**config.mk**
```make
export PLATFORM = sky130hd
export DESIGN_NAME = fetch_unit_flat
export DESIGN_NICKNAME = d
export VERILOG_FILES = /design/src/rtl/fetch_unit_if.sv /design/src/rtl/fetch_unit.sv /design/src/flat_wrapper.sv
export SDC_FILE = /design/constraint.sdc
export NUM_CORES = 1
export LEC_CHECK = 0
export CAP_MARGIN = 10
export CORE_MARGIN = 10
export CORE_UTILIZATION = 47
export DETAILED_ROUTE_END_ITERATION = 16
export MAX_ROUTING_LAYER = met4
export PLACE_DENSITY = 0.89
export SYNTH_ARGS = -nofsm -noshare
export SYNTH_HDL_FRONTEND = slang
export SYNTH_SLANG_ARGS = --single-unit
```
**constraint.sdc**
```tcl
create_clock -name clk_i -period 4.43 [get_ports clk_i]
set_clock_uncertainty 0.15 [all_clocks]
set_input_delay 0.6645 -clock clk_i [delete_from_list [all_inputs] [get_ports clk_i]]
set_output_delay 0.6645 -clock clk_i [all_outputs]
set_load 0.1 [all_outputs]
```
**src/rtl/fetch_unit_if.sv**
```systemverilog
// Instruction-memory bus between fetch_unit and an Avalon-style instruction memory.
// The fetch unit drives the request side; the memory answers with data and waitrequest.
interface fetch_unit_if;
  logic [31:0] instr_address;
  logic        instr_read;
  logic [31:0] instr_readdata;
  logic        instr_waitrequest;

  modport master (
    output instr_address,
    output instr_read,
    input  instr_readdata,
    input  instr_waitrequest
  );

  modport slave (
    input  instr_address,
    input  instr_read,
    output instr_readdata,
    output instr_waitrequest
  );
endinterface

```
**src/rtl/fetch_unit.sv**
```systemverilog
// MIPS instruction-fetch stage: owns the PC, fetches over an Avalon-style bus and handles
// j/jr with one delay slot plus the jump-to-HALT_ADDR halt. Optional macro: ALIGN_FAULT_EN.
module fetch_unit #(
  parameter logic [31:0] RESET_VECTOR = 32'hBFC00000,
  parameter logic [31:0] HALT_ADDR    = 32'h00000000
) (
  input  logic               clk_i,
  input  logic               rst_i,
  fetch_unit_if.master       imem,
  input  logic               stall_i,
  input  logic               jump_i,
  input  logic               jr_i,
  input  logic [31:0]        jr_target_i,
  output logic [31:0]        pc_o,
  output logic [31:0]        ir_o,
  output logic               ir_valid_o,
  output logic               halted_o,
  output logic               fault_o
);

  typedef enum logic [1:0] {StIdle, StFetch, StIssue, StHalt} state_e;

  state_e      state_q;
  logic [31:0] pc_q;
  logic [31:0] ir_q;
  logic [31:0] pend_target_q;
  logic        pend_q;
  logic        read_q;
  logic        ir_valid_q;
  logic        halted_q;
  logic        fault_q;

  logic [31:0] pc_plus4;
  logic [31:0] jump_target;
  logic [31:0] jr_target_lat;
  logic        pend_misaligned;

  assign pc_plus4    = pc_q + 32'd4;
  assign jump_target = {pc_plus4[31:28], ir_q[25:0], 2'b00};

`ifdef ALIGN_FAULT_EN
  // Keep the low bits so the misalignment can be reported when the delay slot retires.
  assign jr_target_lat   = jr_target_i;
  assign pend_misaligned = (pend_target_q[1:0] != 2'b00);
`else
  assign jr_target_lat   = {jr_target_i[31:2], 2'b00};
  assign pend_misaligned = 1'b0;
`endif

  always_ff @(posedge clk_i or posedge rst_i) begin
    if (rst_i) begin
      state_q       <= StIdle;
      pc_q          <= RESET_VECTOR;
      ir_q          <= 32'h0;
      pend_target_q <= 32'h0;
      pend_q        <= 1'b0;
      read_q        <= 1'b0;
      ir_valid_q    <= 1'b0;
      halted_q      <= 1'b0;
      fault_q       <= 1'b0;
    end else begin
      unique case (state_q)
        StIdle: begin
          state_q <= StFetch;
          read_q  <= 1'b1;
        end
        StFetch: begin
          if (!imem.instr_waitrequest) begin
            ir_q       <= imem.instr_readdata;
            read_q     <= 1'b0;
            ir_valid_q <= 1'b1;
            state_q    <= StIssue;
          end
        end
        StIssue: begin
          if (!stall_i) begin
            ir_valid_q <= 1'b0;
            if (pend_q) begin
              // Delay slot retiring: redirect; any jump it carries is ignored.
              pend_q <= 1'b0;
              pc_q   <= pend_target_q;
              if (pend_misaligned) begin
                fault_q  <= 1'b1;
                halted_q <= 1'b1;
                state_q  <= StHalt;
              end else if (pend_target_q == HALT_ADDR) begin
                halted_q <= 1'b1;
                state_q  <= StHalt;
              end else begin
                read_q  <= 1'b1;
                state_q <= StFetch;
              end
            end else begin
              if (jr_i) begin
                pend_q        <= 1'b1;
                pend_target_q <= jr_target_lat;
              end else if (jump_i) begin
                pend_q        <= 1'b1;
                pend_target_q <= jump_target;
              end
              pc_q    <= pc_plus4;
              read_q  <= 1'b1;
              state_q <= StFetch;
            end
          end
        end
        StHalt: begin
        end
      endcase
    end
  end

  assign imem.instr_address = pc_q;
  assign imem.instr_read    = read_q;
  assign pc_o               = pc_q;
  assign ir_o               = ir_q;
  assign ir_valid_o         = ir_valid_q;
  assign halted_o           = halted_q;
  assign fault_o            = fault_q;

endmodule

```
**src/flat_wrapper.sv**
```systemverilog
// flat-port wrapper written by rule: the top's interface ports become plain ports
module fetch_unit_flat 
#(
  parameter logic [31:0] RESET_VECTOR = 32'hBFC00000,
  parameter logic [31:0] HALT_ADDR    = 32'h00000000
)
  (clk_i, rst_i, stall_i, jump_i, jr_i, jr_target_i, pc_o, ir_o, ir_valid_o, halted_o, fault_o, imem_instr_address, imem_instr_read, imem_instr_readdata, imem_instr_waitrequest);
  fetch_unit_if imem_i ();
  input  logic clk_i;
  input  logic rst_i;
  input  logic stall_i;
  input  logic jump_i;
  input  logic jr_i;
  input  logic [31:0] jr_target_i;
  output logic [31:0] pc_o;
  output logic [31:0] ir_o;
  output logic ir_valid_o;
  output logic halted_o;
  output logic fault_o;
  output wire logic [$bits(imem_i.instr_address)-1:0] imem_instr_address;
  output wire logic [$bits(imem_i.instr_read)-1:0] imem_instr_read;
  input wire logic [$bits(imem_i.instr_readdata)-1:0] imem_instr_readdata;
  input wire logic [$bits(imem_i.instr_waitrequest)-1:0] imem_instr_waitrequest;
  assign imem_instr_address = imem_i.instr_address;
  assign imem_instr_read = imem_i.instr_read;
  assign imem_i.instr_readdata = imem_instr_readdata;
  assign imem_i.instr_waitrequest = imem_instr_waitrequest;
  fetch_unit #(.RESET_VECTOR(RESET_VECTOR), .HALT_ADDR(HALT_ADDR)) u_core (.clk_i(clk_i), .rst_i(rst_i), .imem(imem_i), .stall_i(stall_i), .jump_i(jump_i), .jr_i(jr_i), .jr_target_i(jr_target_i), .pc_o(pc_o), .ir_o(ir_o), .ir_valid_o(ir_valid_o), .halted_o(halted_o), .fault_o(fault_o));
endmodule
```
==> flow_metrics.env <==
export IMPL_ys_top_cells_by_count="dfrtp_1, nand2_1, o21ai_0, buf_4, mux2_2"
export IMPL_die_height_um=127
export IMPL_synth_seq_area_share=0.460
export IMPL_max_cap_violations=0
export IMPL_yosysTopAreaCell="dfrtp_1"
export IMPL_syn_inst=546
export IMPL_synth_cell_types=66
export IMPL_clkTransAtPathRegs_ns=0.07
export IMPL_synth_top_family_by_area="simple AND/OR/NAND/NOR gates"
export IMPL_antenna_found_initial=0
export IMPL_final_setup_viol_count=0
export IMPL_synth_simple_gate_area_frac=0.174
export IMPL_fin_crit_ns=2.99
export IMPL_grt_overflow=0
export IMPL_grt_pass1_vias=4759
export IMPL_diodes=0
export IMPL_finalCritPeriodShare=0.676
export IMPL_worstMarginPinSlew_ns=1.03
export IMPL_io_buffers=162
export IMPL_vias=4719
export IMPL_rsz0062_at_grt="false"
export IMPL_critical_path_top_delay_family="buffers and inverters"
export IMPL_yosysMostFrequentCell="dfrtp_1"
export IMPL_p_leak_nw=3.05
export IMPL_post_drt_wl_per_cell_um=19.6
export IMPL_clk_path_buf_depth=2
export IMPL_grt_use_total=0.196
export IMPL_cts_setup_buffers=0
export IMPL_synth_area_leaders="dfrtp_1, mux2_2, mux2i_1"
export IMPL_layoutNonFillerInstCount=806
export IMPL_root_buffer="clkbuf_16"
export IMPL_synth_top_cell_area_share=0.416
export IMPL_slowest_stage="clkdlybuf4s50_1"
export IMPL_grt_pass1_wl_um=25200
export IMPL_critPathMaxStageDelay_ns=1.19
export IMPL_cp_end_kind="primary output"
export IMPL_relSlewSlack=0.315
export IMPL_critPathBufInv=1
export IMPL_fin_nets=736
export IMPL_status="finished, final reports clean"
export IMPL_worstPathCellList="clkdlybuf4s50_1"
export IMPL_cts_max_level=3
export IMPL_hold_path_class="reg2reg"
export IMPL_place_congestion=0.879
export IMPL_grt_max_degree=68
export IMPL_path_max_fanout=12
export IMPL_ios=170
export IMPL_dpl_hpwl_um=11600
export IMPL_cts_buffers=9
export IMPL_avgViaCountPerCell=5.85
export IMPL_crit_type="reg2out"
export IMPL_dpl_cell_count=790
export IMPL_synth_fa_ha_area_frac=0.00935
export IMPL_synthArstFlopShare=1.00
export IMPL_area_delta_synth_final_pct=33.1
export IMPL_drive_gt1_frac=0.117
export IMPL_ir_drop_v=0.000238
export IMPL_synthMuxAreaShare=0.121
export IMPL_ys_ff_latch=98
export IMPL_die_x_um=127
export IMPL_initial_core_util=0.488
export IMPL_cts_hold_buf=0
export IMPL_routed_wl_um=15800
export IMPL_cts_sinks=98
export IMPL_setup_tns_final_ns=0
export IMPL_slew_viol_final=0
export IMPL_max_freq_mhz=334
export IMPL_syn_area_per_cell_sq_um=9.81
export IMPL_arrival_ns=2.18
export IMPL_synth_flop_cell="dfrtp_1"
export IMPL_startpoint_type="flop"
export IMPL_antenna_left=0
export IMPL_finalHoldViolations=0
export IMPL_synth_edf_count=0
export IMPL_cts_tree="built"
export IMPL_drc_errors=0
export IMPL_firstDrtPassIters=6
export IMPL_synth_compound_area_share=0.143
export IMPL_row_count=38
export IMPL_synth_warnings=0
export IMPL_insertion_delay_ns=0.35
export IMPL_powerDensity_nw_per_um2=256
export IMPL_worstPathRequired_ns=3.62
export IMPL_cts_resized=0
export IMPL_drtIter0Drc=402
export IMPL_fp_dieArea_sq_um=16100
export IMPL_synthXorXnorAreaFrac=0.00491
export IMPL_design_core_area_sq_um=11000
export IMPL_syn_area_sq_um=5360
==> layout by cell type (no fill, tap or decap), types with 2 or more instances in the layout <==
master             n
or3_1              4
a22oi_1            2
a41o_1             2
and3_1            11
o22a_1             5
nand4_2            2
mux2_2            32
o21ai_0           48
dfrtp_1           89
a211oi_1           6
o22ai_1            3
nand3_1           27
xnor2_1            2
nor2b_1            3
conb_1             5
nand2b_1           3
o31ai_1            2
nand4_1           12
a31oi_1            4
mux2i_1           29
clkbuf_16          9
o311ai_0           2
and4_1             3
a2bb2oi_1          4
nor4_1            14
ha_1               4
clkinvlp_4         2
nand2_1           50
buf_4              6
a21o_1             2
clkdlybuf4s50_1  161
o211ai_1           2
inv_1             13
dfstp_2            9
nor3_1            10
nor2_1            23
a21oi_1           24
a32oi_1            3
==> kinds of logic (layout without fill, tap and decap cells) <==
group,Yosys count,count (layout)
compound gates,122,122
xor+xnor,3,3
fa+ha+maj,4,4
buf+inv,82,198
flops,98,98
mux,61,61
other cells,1,5
simple gates,175,175
==> final cells by class <==
type	count	area [sq um]
Multi-Input combinational cell	370	2450
Fill cell	862	3850
Clock buffer	9	225
Sequential cell	98	2460
Inverter	14	55.1
Clock inverter	6	67.6
Tap cell	140	175
Timing Repair Buffer	169	1690
==> metrics by stage <==
stage	hold slack, ns	total power [W]	setup slack (ns)	cell area (sq um)	utilization
final	0.344	0.00182	1.44	7130	0.649
after global routing	0.355	0.00187	1.37	7130	0.649
after CTS	0.347	0.00183	1.43	7100	0.647
after detailed placement	0.332	0.00106	1.28	6810	0.620
after global placement	0.304	0.00105	1.33	6810	0.620
after floorplan	0.312	0.000986	1.07	5370	-
==> final timing paths <==
path	start	to	slack (ns)	cells past startpoint
setup / recovery	u_core.imem.instr_address[24]	pc_o[24]	1.44	1
hold / removal	u_core.halted_o	u_core.halted_o	0.34	1
setup reg to reg	u_core.imem.instr_address[2]	u_core.pend_target_q[28]	1.74	6
hold reg to reg	u_core.halted_o	u_core.halted_o	0.34	1
max in group asynchronous	rst_i	u_core.imem.instr_address[26]	2.65	3
min in group asynchronous	rst_i	u_core.ir_o[23]	0.68	2
==> per-layer routing <==
layer | vias to the layer above | part of all wire | GRT usage
li1 | 2191 | - | -
met5 | - | 0 | -
met4 | 0 | 0.017 | 0.0636
met3 | 24 | 0.11 | 0.0650
met2 | 268 | 0.47 | 0.300
met1 | 2236 | 0.40 | 0.238
==> power breakdown <==
part           switching [W]  internal (W)
logic              0.0000709     0.0000693
registers         0.00000287      0.000895
clock network       0.000350      0.000437
==> flip-flops by register name, indices dropped and copies added (netlist names) <==
| register | count |
|---|---|
| u_core.halted_o | 1 |
| u_core.imem.instr_address | 30 |
| u_core.imem.instr_read | 1 |
| u_core.ir_o | 32 |
| u_core.ir_valid_o | 1 |
| u_core.pend_q | 1 |
| u_core.pend_target_q | 30 |
| u_core.state_q | 2 |
Power figures use the tool's default switching activity.
